$ cat config.mk
export PLATFORM = sky130hd
export DESIGN_NAME = bmp_pixel_packer_flat
export DESIGN_NICKNAME = d
export VERILOG_FILES = /design/src/rtl/bmp_pixel_packer_pkg.sv /design/src/rtl/bmp_pixel_packer_if.sv /design/src/rtl/bmp_pixel_packer_out_reg.sv /design/src/rtl/bmp_pixel_packer.sv /design/src/flat_wrapper.sv
export SDC_FILE = /design/constraint.sdc
export NUM_CORES = 1
export LEC_CHECK = 0
export CORE_ASPECT_RATIO = 1.25
export CORE_MARGIN = 4
export CORE_UTILIZATION = 50
export CTS_CLUSTER_SIZE = 12
export DETAILED_ROUTE_END_ITERATION = 16
export DONT_BUFFER_PORTS = 1
export SYNTH_ARGS = -nofsm -noshare
export SYNTH_HDL_FRONTEND = slang
export SYNTH_HIERARCHICAL = 1
export SYNTH_SLANG_ARGS = --single-unit
$ cat constraint.sdc
create_clock -name clk -period 3.5 [get_ports clk]
set_input_delay 0.35 -clock clk [delete_from_list [all_inputs] [get_ports clk]]
set_output_delay 0.35 -clock clk [all_outputs]
set_load 0.01 [all_outputs]
$ cat src/rtl/bmp_pixel_packer_pkg.sv
// rtl/bmp_pixel_packer_pkg.sv - shared constants and types for the BMP pixel packer
//
// Package pixel_pkg:
//   PIXEL_SIZE / BYTE_SIZE / DIM_W : pixel width, input byte width, dimension width
//   state_t                        : frame sequencing states
//   pixel_t                        : one assembled 24-bit BGR pixel
//   pix_beat_t                     : pixel plus its hsync/vsync markers
package pixel_pkg;

    localparam int PIXEL_SIZE = 24;
    localparam int BYTE_SIZE  = 8;
    localparam int DIM_W      = 12;

    typedef enum logic [1:0] {
        IDLE  = 2'd0,
        PIXEL = 2'd1,
        PAD   = 2'd2,
        DONE  = 2'd3
    } state_t;

    typedef logic [PIXEL_SIZE-1:0] pixel_t;

    typedef struct packed {
        pixel_t data;
        logic   hsync;
        logic   vsync;
    } pix_beat_t;

endpackage

$ cat src/rtl/bmp_pixel_packer_if.sv
// rtl/bmp_pixel_packer_if.sv - byte-in / pixel-out handshake bundle
//
// Signals:
//   byte_valid, byte_data, byte_ready : raw BMP byte stream into the packer
//   pix_valid, pix_ready, data,
//   hsync, vsync                      : assembled pixel stream out of the packer
// Modports:
//   master : the packer side (consumes bytes, produces pixels)
//   slave  : the environment side (produces bytes, consumes pixels)
interface bmp_pixel_packer_if;
    import pixel_pkg::*;

    logic                 byte_valid;
    logic [BYTE_SIZE-1:0] byte_data;
    logic                 byte_ready;
    logic                 pix_valid;
    logic                 pix_ready;
    pixel_t               data;
    logic                 hsync;
    logic                 vsync;

    modport master (
        input  byte_valid, byte_data, pix_ready,
        output byte_ready, pix_valid, data, hsync, vsync
    );

    modport slave (
        output byte_valid, byte_data, pix_ready,
        input  byte_ready, pix_valid, data, hsync, vsync
    );

endinterface

$ cat src/rtl/bmp_pixel_packer_out_reg.sv
// rtl/bmp_pixel_packer_out_reg.sv - one-entry valid/ready output register
//
// Module pixel_out_reg:
//   clk, reset  : clock, asynchronous active-high reset
//   en          : global enable; 0 freezes the entry
//   load        : capture load_beat this cycle
//   load_beat   : {data, hsync, vsync} to capture
//   pix_ready   : downstream accepts the held beat
//   pix_valid   : entry occupied
//   beat        : held {data, hsync, vsync}
module pixel_out_reg
    import pixel_pkg::*;
(
    input  logic      clk,
    input  logic      reset,
    input  logic      en,
    input  logic      load,
    input  pix_beat_t load_beat,
    input  logic      pix_ready,
    output logic      pix_valid,
    output pix_beat_t beat
);

    logic      valid_q, valid_d;
    pix_beat_t beat_q,  beat_d;

    // A load may coincide with the previous beat being taken, so load wins
    // over the drain and the entry simply stays full with the new beat.
    always_comb begin
        valid_d = valid_q;
        beat_d  = beat_q;
        if (en) begin
            if (load) begin
                valid_d = 1'b1;
                beat_d  = load_beat;
            end else if (valid_q && pix_ready) begin
                valid_d = 1'b0;
            end
        end
    end

    always_ff @(posedge clk or posedge reset) begin
        if (reset) begin
            valid_q <= 1'b0;
            beat_q  <= '0;
        end else begin
            valid_q <= valid_d;
            beat_q  <= beat_d;
        end
    end

    assign pix_valid = valid_q;
    assign beat      = beat_q;

endmodule

$ cat src/rtl/bmp_pixel_packer.sv
// rtl/bmp_pixel_packer.sv - packs BMP BGR bytes into 24-bit pixels and drops row padding
//
// Ports:
//   clk, reset             : clock, asynchronous active-high reset
//   en                     : global enable; 0 freezes all state
//   start                  : frame start pulse, sampled only in IDLE
//   width, height, padding : frame geometry, latched on start
//   bus (master)           : byte stream in, pixel stream out with hsync/vsync
//   busy                   : state is not IDLE
//   frame_done             : one-cycle pulse after the last row
//   err                    : sticky stray-byte flag
// Build option: STRAY_BYTE_ERR_EN enables err; otherwise err is tied low.
module bmp_pixel_packer
    import pixel_pkg::*;
(
    input  logic             clk,
    input  logic             reset,
    input  logic             en,
    input  logic             start,
    input  logic [DIM_W-1:0] width,
    input  logic [DIM_W-1:0] height,
    input  logic [1:0]       padding,
    bmp_pixel_packer_if.master bus,
    output logic             busy,
    output logic             frame_done,
    output logic             err
);

    state_t               state_q,      state_d;
    logic [1:0]           byte_idx_q,   byte_idx_d;
    logic [1:0]           pad_cnt_q,    pad_cnt_d;
    logic [DIM_W-1:0]     col_q,        col_d;
    logic [DIM_W-1:0]     row_q,        row_d;
    logic [DIM_W-1:0]     width_q,      width_d;
    logic [DIM_W-1:0]     height_q,     height_d;
    logic [1:0]           padding_q,    padding_d;
    logic [BYTE_SIZE-1:0] byte0_q,      byte0_d;
    logic [BYTE_SIZE-1:0] byte1_q,      byte1_d;
    logic                 frame_done_q, frame_done_d;

    logic      out_valid;
    pix_beat_t out_beat;
    pix_beat_t load_beat;
    logic      load;
    logic      stall;
    logic      byte_ready;
    logic      accept;
    logic      row_end;

    // Backpressure is applied in PAD too so the ready rule is the same in
    // every byte-consuming state.
    assign stall      = out_valid && !bus.pix_ready;
    assign byte_ready = en && (state_q == PIXEL || state_q == PAD) && !stall;
    assign accept     = bus.byte_valid && byte_ready;

    always_comb begin
        load_beat.data  = {bus.byte_data, byte1_q, byte0_q};
        load_beat.hsync = (col_q == '0);
        load_beat.vsync = (col_q == '0) && (row_q == '0);
    end

    always_comb begin
        state_d      = state_q;
        byte_idx_d   = byte_idx_q;
        pad_cnt_d    = pad_cnt_q;
        col_d        = col_q;
        row_d        = row_q;
        width_d      = width_q;
        height_d     = height_q;
        padding_d    = padding_q;
        byte0_d      = byte0_q;
        byte1_d      = byte1_q;
        frame_done_d = frame_done_q;
        load         = 1'b0;
        row_end      = 1'b0;

        if (en) begin
            frame_done_d = (state_q == DONE);
            case (state_q)
                IDLE: begin
                    if (start) begin
                        width_d    = width;
                        height_d   = height;
                        padding_d  = padding;
                        col_d      = '0;
                        row_d      = '0;
                        byte_idx_d = 2'd0;
                        pad_cnt_d  = 2'd0;
                        state_d    = (width == '0 || height == '0) ? DONE : PIXEL;
                    end
                end
                PIXEL: begin
                    if (accept) begin
                        case (byte_idx_q)
                            2'd0: begin
                                byte0_d    = bus.byte_data;
                                byte_idx_d = 2'd1;
                            end
                            2'd1: begin
                                byte1_d    = bus.byte_data;
                                byte_idx_d = 2'd2;
                            end
                            default: begin
                                load       = 1'b1;
                                byte_idx_d = 2'd0;
                                if (col_q == width_q - 1'b1) begin
                                    if (padding_q != 2'd0) begin
                                        state_d   = PAD;
                                        pad_cnt_d = 2'd0;
                                    end else begin
                                        row_end = 1'b1;
                                    end
                                end else begin
                                    col_d = col_q + 1'b1;
                                end
                            end
                        endcase
                    end
                end
                PAD: begin
                    if (accept) begin
                        if (pad_cnt_q == padding_q - 2'd1) begin
                            row_end = 1'b1;
                        end else begin
                            pad_cnt_d = pad_cnt_q + 2'd1;
                        end
                    end
                end
                DONE: begin
                    state_d = IDLE;
                end
                default: begin
                    state_d = IDLE;
                end
            endcase

            // Row end is taken in the same cycle as the last pixel or pad byte.
            if (row_end) begin
                col_d   = '0;
                row_d   = row_q + 1'b1;
                state_d = (row_q == height_q - 1'b1) ? DONE : PIXEL;
            end
        end
    end

    always_ff @(posedge clk or posedge reset) begin
        if (reset) begin
            state_q      <= IDLE;
            byte_idx_q   <= 2'd0;
            pad_cnt_q    <= 2'd0;
            col_q        <= '0;
            row_q        <= '0;
            width_q      <= '0;
            height_q     <= '0;
            padding_q    <= 2'd0;
            byte0_q      <= '0;
            byte1_q      <= '0;
            frame_done_q <= 1'b0;
        end else begin
            state_q      <= state_d;
            byte_idx_q   <= byte_idx_d;
            pad_cnt_q    <= pad_cnt_d;
            col_q        <= col_d;
            row_q        <= row_d;
            width_q      <= width_d;
            height_q     <= height_d;
            padding_q    <= padding_d;
            byte0_q      <= byte0_d;
            byte1_q      <= byte1_d;
            frame_done_q <= frame_done_d;
        end
    end

    pixel_out_reg u_out (
        .clk       (clk),
        .reset     (reset),
        .en        (en),
        .load      (load),
        .load_beat (load_beat),
        .pix_ready (bus.pix_ready),
        .pix_valid (out_valid),
        .beat      (out_beat)
    );

    assign bus.byte_ready = byte_ready;
    assign bus.pix_valid  = out_valid;
    assign bus.data       = out_beat.data;
    assign bus.hsync      = out_beat.hsync;
    assign bus.vsync      = out_beat.vsync;
    assign busy           = (state_q != IDLE);
    assign frame_done     = frame_done_q;

`ifdef STRAY_BYTE_ERR_EN
    logic err_q, err_d;

    // A byte offered while no frame is active is flagged until the next start.
    always_comb begin
        err_d = err_q;
        if (en) begin
            if (state_q == IDLE && start) begin
                err_d = 1'b0;
            end
            if (bus.byte_valid && (state_q == IDLE || state_q == DONE)) begin
                err_d = 1'b1;
            end
        end
    end

    always_ff @(posedge clk or posedge reset) begin
        if (reset) begin
            err_q <= 1'b0;
        end else begin
            err_q <= err_d;
        end
    end

    assign err = err_q;
`else
    assign err = 1'b0;
`endif

endmodule

$ cat src/flat_wrapper.sv
// flat-port wrapper written by rule: the top's interface ports become plain ports
module bmp_pixel_packer_flat import pixel_pkg::*;
  (clk, reset, en, start, width, height, padding, busy, frame_done, err, bus_byte_valid, bus_byte_data, bus_pix_ready, bus_byte_ready, bus_pix_valid, bus_data, bus_hsync, bus_vsync);
  bmp_pixel_packer_if bus_i ();
  input  logic clk;
  input  logic reset;
  input  logic en;
  input  logic start;
  input  logic [DIM_W-1:0] width;
  input  logic [DIM_W-1:0] height;
  input  logic [1:0] padding;
  output logic busy;
  output logic frame_done;
  output logic err;
  input wire logic [$bits(bus_i.byte_valid)-1:0] bus_byte_valid;
  input wire logic [$bits(bus_i.byte_data)-1:0] bus_byte_data;
  input wire logic [$bits(bus_i.pix_ready)-1:0] bus_pix_ready;
  output wire logic [$bits(bus_i.byte_ready)-1:0] bus_byte_ready;
  output wire logic [$bits(bus_i.pix_valid)-1:0] bus_pix_valid;
  output wire logic [$bits(bus_i.data)-1:0] bus_data;
  output wire logic [$bits(bus_i.hsync)-1:0] bus_hsync;
  output wire logic [$bits(bus_i.vsync)-1:0] bus_vsync;
  assign bus_i.byte_valid = bus_byte_valid;
  assign bus_i.byte_data = bus_byte_data;
  assign bus_i.pix_ready = bus_pix_ready;
  assign bus_byte_ready = bus_i.byte_ready;
  assign bus_pix_valid = bus_i.pix_valid;
  assign bus_data = bus_i.data;
  assign bus_hsync = bus_i.hsync;
  assign bus_vsync = bus_i.vsync;
  bmp_pixel_packer u_core (.clk(clk), .reset(reset), .en(en), .start(start), .width(width), .height(height), .padding(padding), .bus(bus_i), .busy(busy), .frame_done(frame_done), .err(err));
endmodule
== Yosys cells after proc, flatten, opt, wreduce, memory -nomap -nowiden ==
Cells that the tools add are included.

* Muxes and demuxes: 42
* Reduce and logical (&&, ||, !) cells: 36
* Add/subtract/negate cells: 6
* Equal/unequal tests: 20

{| class="wikitable"
|+ Operators by type and width
! operator !! number
|-
| $mux W12 || 7
|-
| $logic_not A12 Y1 || 4
|-
| $mux W2 || 16
|-
| $add A12 B1 Y12 const B || 2
|-
| $eq A12 B12 Y1 || 2
|-
| $pmux W12 S2 || 1
|-
| $sub A12 B1 Y12 const B || 2
|-
| $mux W1 || 13
|-
| $ne A3 B3 Y1 const B || 4
|-
| $pmux W2 S3 || 2
|-
| $reduce_and A4 Y1 || 3
|-
| $reduce_bool A2 Y1 || 6
|-
| $ne A2 B2 Y1 const B || 5
|-
| $reduce_and A9 Y1 || 1
|-
| $pmux W2 S2 || 2
|-
| $reduce_and A7 Y1 || 1
|-
| $logic_and A1 B1 Y1 || 6
|-
| $ne A3 B2 Y1 const B || 2
|-
| $reduce_and A3 Y1 || 2
|-
| $reduce_and A6 Y1 || 1
|-
| $reduce_bool A3 Y1 || 2
|-
| $eq A2 B1 Y1 const B || 2
|-
| $eq A2 B2 Y1 const B || 2
|-
| $logic_not A2 Y1 || 2
|-
| 10 further kinds || 14
|}

* Bits of input ports: 40
* Output and inout bits: 31
* Logic and storage cells: 119
* Register bits after elaboration: 100

== Logic depth before layout (Yosys ltp) ==
* Depth in word-level cells: 10
* Depth in mapped cells: 11
* Depth with buffers taken out: 9

== By module ==
Netlist, hierarchy kept.

{| class="wikitable"
|+ Modules (own cells, without submodules)
! module !! cells an instance !! seq. area each (um2) !! area an instance (um2) !! instances
|-
| bmp_pixel_packer || 457 || 1826.8 || 4490.6 || 1
|-
| pixel_out_reg || 59 || 675.6 || 1112.3 || 1
|}

== Least setup slack after synthesis ==
OpenSTA, ideal clock, no wires.

* Kind: register to register
* From: reg u_core.width_q[0]
* To: reg u_core.col_q[10]
* Setup slack: 0.617 ns
* Arrival: 2.757 ns
* Setup time: 0.126 ns
* Required time: 3.374 ns
* Cell stages (with the launch flop): 11
* Period minus slack after synthesis: 2.883 ns
* Path buffers: 1
* Path through: dfrtp_1 -> inv_1 -> ha_1 -> or3b_4 -> or4_1 -> a21boi_2 -> o2111ai_4 -> o31ai_2 -> buf_4 -> nor2_1 -> a311o_1

* Cells in the longest elaborated chain, start to end: 9
* Elaborated cells on any way between the ends: 14
* Classes of those cells: add/sub: 1; eq/ne: 5; mux: 6; reduce/logical: 2

{| class="wikitable"
|+ RTL lines
! element !! line !! text
|-
| start, declared || bmp_pixel_packer.sv:34 || <nowiki>logic [DIM_W-1:0] width_q, width_d;</nowiki>
|-
| start signal, assigned || bmp_pixel_packer.sv:165 || <nowiki>width_q <= width_d;</nowiki>
|-
| $sub A12 B1 Y12 (*) || bmp_pixel_packer.sv:106 || <nowiki>if (col_q == width_q - 1'b1) begin</nowiki>
|-
| $eq A12 B12 Y1 (*) || bmp_pixel_packer.sv:106 ||
|-
| $mux W1 || bmp_pixel_packer.sv:106 ||
|-
| $mux W1 || bmp_pixel_packer.sv:94 || <nowiki>case (byte_idx_q)</nowiki>
|-
| $mux W1 || bmp_pixel_packer.sv:93 || <nowiki>if (accept) begin</nowiki>
|-
| $pmux W1 S2 || bmp_pixel_packer.sv:79 || <nowiki>case (state_q)</nowiki>
|-
| $mux W1 || bmp_pixel_packer.sv:77 || <nowiki>if (en) begin</nowiki>
|-
| $ne A3 B3 Y1 (no source line), or another cell as far along || -- ||
|-
| $reduce_and A6 Y1 (no source line) || -- ||
|-
| end signal, assigned || bmp_pixel_packer.sv:163 || <nowiki>col_q <= col_d;</nowiki>
|-
| end, declared || bmp_pixel_packer.sv:32 || <nowiki>logic [DIM_W-1:0] col_q, col_d;</nowiki>
|}

Every way passes the cells marked *; elsewhere a longest branch is shown, timed or not. The select of a mux whose other input is x is not followed.
A chain may end at the register's enable or synchronous reset.

== Worst setup path after layout ==
* From: reg u_core.width_q[0]
* To: reg u_core.row_q[6]

* Cells in the longest elaborated chain, start to end: 9
* Elaborated cells on any way between the ends: 11
* Classes of those cells: add/sub: 1; eq/ne: 1; mux: 6; reduce/logical: 3

{| class="wikitable"
|+ RTL lines
! element !! line !! text
|-
| $sub A12 B1 Y12 (*) || bmp_pixel_packer.sv:106 ||
|-
| $eq A12 B12 Y1 (*) || bmp_pixel_packer.sv:106 ||
|-
| $mux W1 (*) || bmp_pixel_packer.sv:106 ||
|-
| $mux W1 (*) || bmp_pixel_packer.sv:94 ||
|-
| $mux W1 (*) || bmp_pixel_packer.sv:93 ||
|-
| $pmux W1 S2 (*) || bmp_pixel_packer.sv:79 ||
|-
| $mux W1 (*) || bmp_pixel_packer.sv:77 ||
|-
| $reduce_bool A2 Y1 (no source line) || -- ||
|-
| $reduce_and A3 Y1 (no source line) || -- ||
|-
| end signal, assigned || bmp_pixel_packer.sv:164 || <nowiki>row_q <= row_d;</nowiki>
|-
| end, declared || bmp_pixel_packer.sv:33 || <nowiki>logic [DIM_W-1:0] row_q, row_d;</nowiki>
|}

Marked as above.

==> results.toml <==
[synth]
synth-seq-area-share_pct = 44.7
ys_seq_elements = 100
synthXorXnorAreaFrac_pct = 4.22
ys_warn_count = 6
synth_top_family_by_area = "simple AND/OR/NAND/NOR gates"
synth_top_area_cell = "dfrtp_1"
async_flop_share_pct = 100
ys.flop_type = "dfrtp_1"
syn_inst = 516
synthMuxAreaShare_pct = 16.5
synthSimpleGateAreaFrac_pct = 17.0
avgSynthCellArea_sq_um = 10.9
synth_top_area_share_pct = 44.7
synth_area_sq_um = 5600
synthesis.nets = 567
synth-compound-area-share_pct = 10.8
synth.distinct_cells = 70
synth_edf_count = 0
netlist_top_cells_area = "dfrtp_1 (45%), mux2_2 (10%), mux2_4 (5.4%)"
synth_adder_area_share_pct = 2.46

[clock_tree]
clk-insertion-delay-late_ps = 350
clock_path_buffers = 2
tritoncts = "done"
post_cts_resize_count = 0
cts_max_level = 3
root_buffer = "clkbuf_16"
cts_inserted_buffers = 9
cts.sinks = 100
cts_hold_buffers = 0
path_clk_slew_ps = 70
cts_setup_buffers = 0

[layout]
fill_cells = 916
area_growth_pct = 7.46
final_cell_mix = "dfrtp_1 (100), mux2_2 (51), nand3_1 (44), nand2_1 (25), inv_1 (22)"
layout_commonest_cell = "dfrtp_1"
drive_gt1_share_pct = 22.9
layoutNonFillerInstCount = 647
final_nets = 561
final_util_pct = 55.9
antennaDiodeCount = 0

[grt]
grt_usage_pct = 18.6
first_global_vias = 3913
antenna_found_initial = 0
grt_start_max_net_pins = 41
overflow = 0
grt_pass1_wl_um = 19200

[drt]
wl_per_cell_um = 18.0
first_pass_iters = 4
postRouteAntennaNets = 0
vias_per_cell = 6.04
drt_iter0_drc = 160
via_count = 3908
route.detailed.drc = 0
wl_um = 11600

[die]
die_x_um = 103
core-area_sq_um = 10800
initial_core_util_pct = 52.0
dieArea_sq_um = 13000
ios = 71
placementRows = 42
die_h_um = 126

[power_and_ir_drop]
power-per-cell-area_nw_per_um2 = 729
total_power_mw = 4.39
irDropWorstVdd_v = 0.000337
power_leakage_nw = 2.65

[setup_path]
crit_required_ps = 3790
r2r-end = "u_core/row_q[6]"
cp_max_fo = 12
reg2reg_depth = 10
regToRegStartpoint = "u_core/width_q[0]"
end_kind = "flip-flop"
worstPathArrival_ps = 3520
cp-start-kind = "flip-flop"
critPathKind = "reg2reg"
r2r_slack_ps = 270

[outcome]
outcome = "finished with violations"
violations = "hold timing"

[sta]
hold_violations = 8
maxSlewViolCount = 0
worst_slew_pin_slew_ps = 991
maxSlewHeadroom_pct = 33.9
holdWs_ps = -9.59
fmax_ghz = 0.309
post-route-period-util_pct = 92.4
setup_viol = 0
fin_ws_ps = 268
fin_tns_setup_ps = 0
rsz0062_at_grt = "no"
finalCriticalPeriod_ps = 3230
fin_worst_skew_ps = 8.55

[job]
drv_cap = 0

[placement]
gp_congestion = 0.809
place_ws_ps = 284
numPortBuffers = 0
dp_hpwl_um = 8670
place_inst = 631

[worst_hold_path]
hp-class = "in2async"
-- cell type report --
class                           instances  area, sq um  share of cell area [%]
Multi-Input combinational cell        366         2860                    47.5
Sequential cell                       100         2500                    41.6
Clock buffer                            9          225                    3.74
Tap cell                              132          165                    2.74
Clock inverter                          7         93.8                    1.56
Timing Repair Buffer                   10         87.6                    1.45
Inverter                               23         86.3                    1.43
-- worst max-delay path, stage by stage (launching register included) --
cell and delay, ps:
dfrtp_1 430, inv_1 80, ha_1 190, or3b_4 430, or4_1 500, a21boi_2 200, o2111ai_4 190, o31a_1 490
buf_4 220, or3_1 340, nand3_1 90
-- worst max-delay path by stage --
stage | start | end | slack, ps
CTS | u_core/width_q[0] | u_core/row_q[6] | 260
global route | u_core/width_q[0] | u_core/row_q[6] | 120
global placement | u_core/width_q[0] | u_core/row_q[6] | 350
finish | u_core/width_q[0] | u_core/row_q[6] | 270
detailed placement | u_core/width_q[0] | u_core/row_q[6] | 280
floorplan | u_core/width_q[0] | u_core/col_q[10] | 620
-- kinds of logic (layout without fill, tap and decap cells) --
kind of cell,count (synthesis),count (layout)
flops,100,100
other cells,1,1
compound gates,79,79
xor+xnor,27,27
mux,76,76
buf+inv,50,49
fa+ha+maj,11,11
simple gates,172,172
-- metal layers --
metal	track usage, %	part of all wire [%]	vias to the layer above
met5	0	0	-
met4	8.49	2.8	0
met3	3.95	6.2	20
met2	29.4	48	95
met1	24.1	43	1914
li1	-	-	1879
-- per-stage QoR --
step	hold slack (ps)	cell area (sq um)
after floorplan	403	5600
after global routing	57.7	6020
after detailed placement	394	5700
after global placement	387	5700
after CTS	15.2	6020
final	-9.59	6020
-- report_power, final --
part / internal (mW) / switching [mW] / total [mW] / leakage (nW)
sequential: 1.48 / 0.386 / 1.87 / 1.32
clock: 0.574 / 0.465 / 1.04 / 0.153
combinational: 0.745 / 0.735 / 1.48 / 1.18
total: 2.80 / 1.59 / 4.39 / 2.65
-- sequential cells by signal, indices dropped and copies added (netlist names) --
name                    cells
u_core/row_q               12
u_core/byte1_q              8
u_core/u_out/pix_valid      1
u_core/state_q              2
u_core/byte0_q              8
u_core/byte_idx_q           2
u_core/u_out/beat          26
u_core/height_q            12
u_core/frame_done           1
u_core/pad_cnt_q            2
u_core/col_q               12
u_core/width_q             12
u_core/padding_q            2
-- Yosys cell counts (6+ instances only) --
cell type	count
a21oi_1	13
clkbuf_1	16
dfrtp_1	100
ha_1	11
inv_1	23
mux2_2	51
mux2_4	20
nand2_1	25
nand2b_1	7
nand3_1	44
nor2_1	17
nor3_1	11
nor4_1	12
o211ai_1	6
o21ai_0	16
or3_1	19
xnor2_1	16
xor2_1	11
Note: power is estimated with default switching activity, not from simulation.
